## config.mk

```make
export PLATFORM = sky130hd
export DESIGN_NAME = vga_text_fetch
export DESIGN_NICKNAME = d
export VERILOG_FILES = /design/src/rtl/vga_text_fetch.sv
export SDC_FILE = /design/constraint.sdc
export NUM_CORES = 1
export LEC_CHECK = 0
export CAP_MARGIN = 20
export CORE_AREA = 3 3 98 100
export DETAILED_ROUTE_END_ITERATION = 8
export DIE_AREA = 0 0 101 103
export GPL_ROUTABILITY_DRIVEN = 0
export HOLD_SLACK_MARGIN = 0.03
export PLACE_DENSITY = 0.65
export SLEW_MARGIN = 20
export SYNTH_ARGS = -nofsm -noshare
export SYNTH_HDL_FRONTEND = slang
export SYNTH_SLANG_ARGS = --single-unit
```

## constraint.sdc

```tcl
create_clock -name pix_clk -period 2.9 [get_ports pix_clk]
set_input_delay 0.87 -clock pix_clk [delete_from_list [all_inputs] [get_ports pix_clk]]
set_output_delay 0.87 -clock pix_clk [all_outputs]
set_load 0.02 [all_outputs]
```

## src/rtl/vga_text_fetch.sv

```systemverilog
// rtl/vga_text_fetch.sv - text-mode character fetch and pixel serialiser for the VGA path
module vga_text_fetch #(
  parameter bit SYNC_ACTIVE = 1'b0,
  parameter int BLINK_BIT   = 5,
  parameter int CURSOR_ROW0 = 14
) (
  input  logic        pix_clk,
  input  logic        rst_n,
  input  logic [9:0]  hcount,
  input  logic [9:0]  vcount,
  input  logic        active_in,
  input  logic        hsync_in,
  input  logic        vsync_in,
  output logic [11:0] txt_addr,
  input  logic [7:0]  txt_data,
  output logic [10:0] rom_addr,
  output logic        rom_en,
  input  logic [15:0] rom_do,
  input  logic [6:0]  cursor_col,
  input  logic [4:0]  cursor_row,
  input  logic        cursor_en,
  input  logic [11:0] fg_color,
  input  logic [11:0] bg_color,
  output logic [11:0] rgb,
  output logic        hsync_out,
  output logic        vsync_out,
  output logic        active_out
);

  localparam logic SYNC_IDLE = ~SYNC_ACTIVE;

  // Cell coordinates of the incoming pixel
  logic [6:0]  cell_col;
  logic [4:0]  cell_row;
  logic [3:0]  glyph_row_in;
  logic [11:0] addr_next;
  logic        cursor_hit_in;

  logic [5:0]  frame_cnt;
  logic        vsync_prev;

  // Glyph row travels with the text RAM read; pixel index and cursor wait for the ROM read
  logic [3:0]       glyph_d1;
  logic [3:0]       glyph_d2;
  logic             inv_d3;
  logic             inv_d4;
  logic [3:0][2:0]  pix_d;
  logic [3:0]       cursor_d;
  logic [3:0]       hs_d;
  logic [3:0]       vs_d;
  logic [3:0]       act_d;

  logic [7:0]  glyph_byte;
  logic        pix_bit;
  logic        pixel_on;
  logic        unused_bits;

  assign cell_col     = hcount[9:3];
  assign cell_row     = vcount[8:4];
  assign glyph_row_in = vcount[3:0];

  // row*80 built from two shifts so no multiplier is needed
  assign addr_next = {1'b0, cell_row, 6'b0} + {3'b0, cell_row, 4'b0} + {5'b0, cell_col};

  assign cursor_hit_in = cursor_en
                       & (cell_col == cursor_col)
                       & (cell_row == cursor_row)
                       & (glyph_row_in >= 4'(CURSOR_ROW0))
                       & frame_cnt[BLINK_BIT];

  // Leftmost pixel is bit 7, so index 7-pix which for 3 bits is the bitwise inverse
  assign glyph_byte = rom_do[7:0];
  assign pix_bit    = glyph_byte[~pix_d[3]];
  assign pixel_on   = (pix_bit ^ inv_d4) | cursor_d[3];

  // The upper ROM byte and the top row bit carry no information for 80x30 text
  assign unused_bits = ^{rom_do[15:8], vcount[9]};

  // Frame counter steps once at the leading edge of each vsync pulse
  always_ff @(posedge pix_clk) begin
    if (!rst_n) begin
      vsync_prev <= SYNC_IDLE;
      frame_cnt  <= '0;
    end else begin
      vsync_prev <= vsync_in;
      if ((vsync_in == SYNC_ACTIVE) && (vsync_prev != SYNC_ACTIVE)) begin
        frame_cnt <= frame_cnt + 6'd1;
      end
    end
  end

  // Text RAM address, then char_rom address once the character code returns
  always_ff @(posedge pix_clk) begin
    if (!rst_n) begin
      txt_addr <= '0;
      glyph_d1 <= '0;
      glyph_d2 <= '0;
      rom_addr <= '0;
      inv_d3   <= 1'b0;
      inv_d4   <= 1'b0;
      rom_en   <= 1'b0;
    end else begin
      txt_addr <= addr_next;
      glyph_d1 <= glyph_row_in;
      glyph_d2 <= glyph_d1;
      rom_addr <= {txt_data[6:0], glyph_d2};
      inv_d3   <= txt_data[7];
      inv_d4   <= inv_d3;
      rom_en   <= 1'b1;
    end
  end

  // Delay lines matching the two external read latencies plus our two address stages
  always_ff @(posedge pix_clk) begin
    if (!rst_n) begin
      pix_d    <= '0;
      cursor_d <= '0;
      hs_d     <= {4{SYNC_IDLE}};
      vs_d     <= {4{SYNC_IDLE}};
      act_d    <= '0;
    end else begin
      pix_d    <= {pix_d[2:0], hcount[2:0]};
      cursor_d <= {cursor_d[2:0], cursor_hit_in};
      hs_d     <= {hs_d[2:0], hsync_in};
      vs_d     <= {vs_d[2:0], vsync_in};
      act_d    <= {act_d[2:0], active_in};
    end
  end

  // Output register: colour select with blanking, syncs aligned to the same edge
  always_ff @(posedge pix_clk) begin
    if (!rst_n) begin
      rgb        <= '0;
      hsync_out  <= SYNC_IDLE;
      vsync_out  <= SYNC_IDLE;
      active_out <= 1'b0;
    end else begin
      if (!act_d[3]) begin
        rgb <= '0;
      end else if (pixel_on) begin
        rgb <= fg_color;
      end else begin
        rgb <= bg_color;
      end
      hsync_out  <= hs_d[3];
      vsync_out  <= vs_d[3];
      active_out <= act_d[3];
    end
  end

endmodule

```

==> results.py <==
metrics = {
    "yosys": {
        "yosysWarnings": 0,
        "yosysSeqAreaShare_pct": 55.9,
        "synth_nets": 371,
        "syn_area_um2": 2970,
        "synth_cells": 273,
        "synth-seq-cells": 83,
        "syn_avg_cell_area_um2": 10.9,
        "synthDistinctLibCells": 27,
    },
    "setup_path": {
        "worstPathMaxFanout": 3,
        "path_class": "input port to flop",
        "endpoint_kind": "flop",
        "cp_data_arrival_time_ns": 3.06,
        "cp_slowest_stage_delay_ns": 0.53,
        "slowest_stage": "fa_1",
        "crit_path_start_kind": "input port",
        "path_cells": "clkdlybuf4s50_1 -> inv_1 -> fa_1 -> inv_1 -> ha_1 -> a21o_1 -> a21o_1 -> a211o_1 -> o211ai_1",
        "crit_required_ns": 3.16,
    },
    "final_layout": {
        "fillers": 830,
        "fin_nets": 493,
        "multiInputGateArea_um2": 1220,
        "seq_area_um2": 1660,
        "diodes": 0,
        "layout_common_cells": "114 x clkdlybuf4s50_1, 83 x dfxtp_1, 55 x and2_1",
        "drive_above_1_share_pct": 7.25,
        "area_growth_pct": 50.4,
        "layout_commonest_cell": "clkdlybuf4s50_1",
    },
    "route": {
        "wl_per_cell_um": 12.0,
        "remaining_drc_errors": 0,
        "wl_um": 6080,
        "drtIter0Drc": 33,
        "first_pass_iters": 4,
        "vias": 2181,
        "ant_nets": 0,
        "viasPerCell": 4.29,
    },
    "die": {
        "dieArea_um2": 10400,
        "io_pins": 125,
        "placement_rows": 34,
        "die_w_um": 101,
        "core_um2": 8760,
        "die_h_um": 103,
        "initial_core_util_pct": 33.9,
    },
    "timing": {
        "finalHoldViolations": 0,
        "min_period_ns": 2.79,
        "slew_violations": 0,
        "rsz0062_at_grt": "no",
        "max_freq_mhz": 358,
        "finalCritPeriodShare_pct": 96.3,
        "timing.hold.ws_ns": 0.410,
        "setup_viol": 0,
        "worst_slew_pin_slew_ns": 0.446,
        "max_slew_margin_pct": 70.2,
        "clock_skew_ns": 0.00621,
    },
    "clock_network": {
        "cts_buffers": 9,
        "tritoncts": "built",
        "cts.clk_slew.worst_paths_ns": 0.09,
        "clock_sinks": 83,
        "clock_path_buffers": 2,
        "clockRootBuffer": "clkbuf_8",
        "clk_latency_ns": 0.33,
        "cts.htree.levels": 3,
        "postCtsHoldBufs": 0,
    },
    "flow_run": {
        "maxCapViolations": 0,
    },
    "place": {
        "numPortBuffers": 115,
        "place_hpwl_um": 4500,
    },
    "global_routing": {
        "grt_pass1_wl_um": 9850,
        "grt_remaining_overflow": 0,
        "grt_pass1_vias": 2195,
        "antenna_found_initial": 0,
        "grt_max_degree": 33,
        "groute.usage.overall_pct": 12.2,
    },
    "pwr": {
        "ir_worst_vdd_mv": 0.233,
        "p_per_area_nw_per_um2": 536,
        "pwr-share-seq_pct": 50.0,
        "p_switching_w": 0.000585,
        "p_sw_share_pct": 24.5,
        "clockPowerShare_pct": 35.5,
        "intPower_w": 0.00181,
        "p_comb_share_pct": 14.4,
        "leakagePower_nw": 1.79,
        "total_power_w": 0.00239,
    },
    "min_path": {
        "hold_path_class": "flop to flop",
    },
    "run_status": {
        "status": "finished clean",
    },
}
area by class of cell:
class / count / share of cell area, %
clock buffers: 9 / 2.77
clock inverters: 7 / 1.88
inverters: 7 / 0.588
multi-input cells: 170 / 27.4
flip-flops and latches: 83 / 37.2
well taps: 108 / 3.02
repair buffers: 124 / 27.2
state kept, by name, indices dropped and copies added, names as in the netlist, 6 cells and up:
signal / flops
frame_cnt: 6
pix_d: 12
rgb: 12
rom_addr: 11
txt_addr: 12
cells by family (layout without fill, tap and decap cells):
family                     Yosys count  in the layout  share of synthesized area, %
DFF                                 83             83                          55.9
adders and majority gates           12             12                          5.56
AOI/OAI and AO/OA                    9              9                          2.02
buffers and inverters               20            147                          3.03
and+or+nand+nor                    111            111                          20.9
xor gates and xnor gates            19             19                          5.60
muxes                               19             19                          6.99
power groups by stage:
stage / Sequential [W] / Clock [W] / Combinational, W
finish: 0.00120 / 0.000851 / 0.000345
global route: 0.00120 / 0.000938 / 0.000377
CTS: 0.00120 / 0.000889 / 0.000349
detailed placement: 0.00122 / 0 / 0.000346
global placement: 0.00122 / 0 / 0.000343
floorplan: 0.00126 / 0 / 0.000125
worst max-delay path, delay by kind of cell:
family,cells,cell delay [ns]
fa+ha+maj,2,0.82
compound gates,4,0.74
buf+inv,3,0.61
Yosys cell counts:
cell type	instances	share of area [%]
ha_1	10	4.2
dfxtp_1	83	56
nand4_1	5	1.1
and3_1	2	0.42
mux2i_1	17	5.7
nor2_1	1	0.13
nand3_1	2	0.34
buf_6	2	0.76
fa_1	2	1.3
clkbuf_1	11	1.4
a21o_1	3	0.76
and2_1	55	12
xor2_1	3	0.88
mux4_2	1	0.76
and4_1	1	0.29
a21oi_1	3	0.51
a211o_1	1	0.29
nand2_1	28	3.5
nor4_1	1	0.21
nor2b_1	3	0.63
nand2b_1	12	2.5
mux2_4	1	0.51
a31oi_1	1	0.21
nor3_1	1	0.17
o211ai_1	1	0.25
xnor2_1	16	4.7
inv_1	7	0.88
routing by layer:
metal  track usage [%]  routed length, um
met1              14.5               2690
met2              20.2               2710
met3              5.07                639
met4              3.68                 40
met5                 0                  0
worst paths after layout:
kind / startpoint / to / slack, ns / depth (start not counted)
worst min register to register: hs_d[0] / hs_d[1] / 0.41 / 1
worst max-delay path: hcount[9] / txt_addr[10] / 0.11 / 9
worst min-delay path: hs_d[0] / hs_d[1] / 0.41 / 1
worst max register to register: pix_d[9] / rgb[4] / 1.16 / 4
through the flow:
step                      std cells  setup TNS, ns  util [%]  cell area [um2]  setup WS, ns
after global placement          492         -0.981      48.6             4260        -0.245
final                           508              0      51.0             4470         0.107
after detailed placement        492          -1.06      48.6             4260        -0.277
after CTS                       508              0      50.9             4460        0.0808
after global routing            508              0      51.0             4470        0.0193
after floorplan                 273              0         -             2970         0.338
what timing repair did:
action                                  4_1_cts  5_1_grt
endpoints found under the setup margin        0        1
gates resized for setup                       0        1
buffers inserted                              0        0
hold endpoints to repair                      0        0
(Power assumes the default switching activity.)
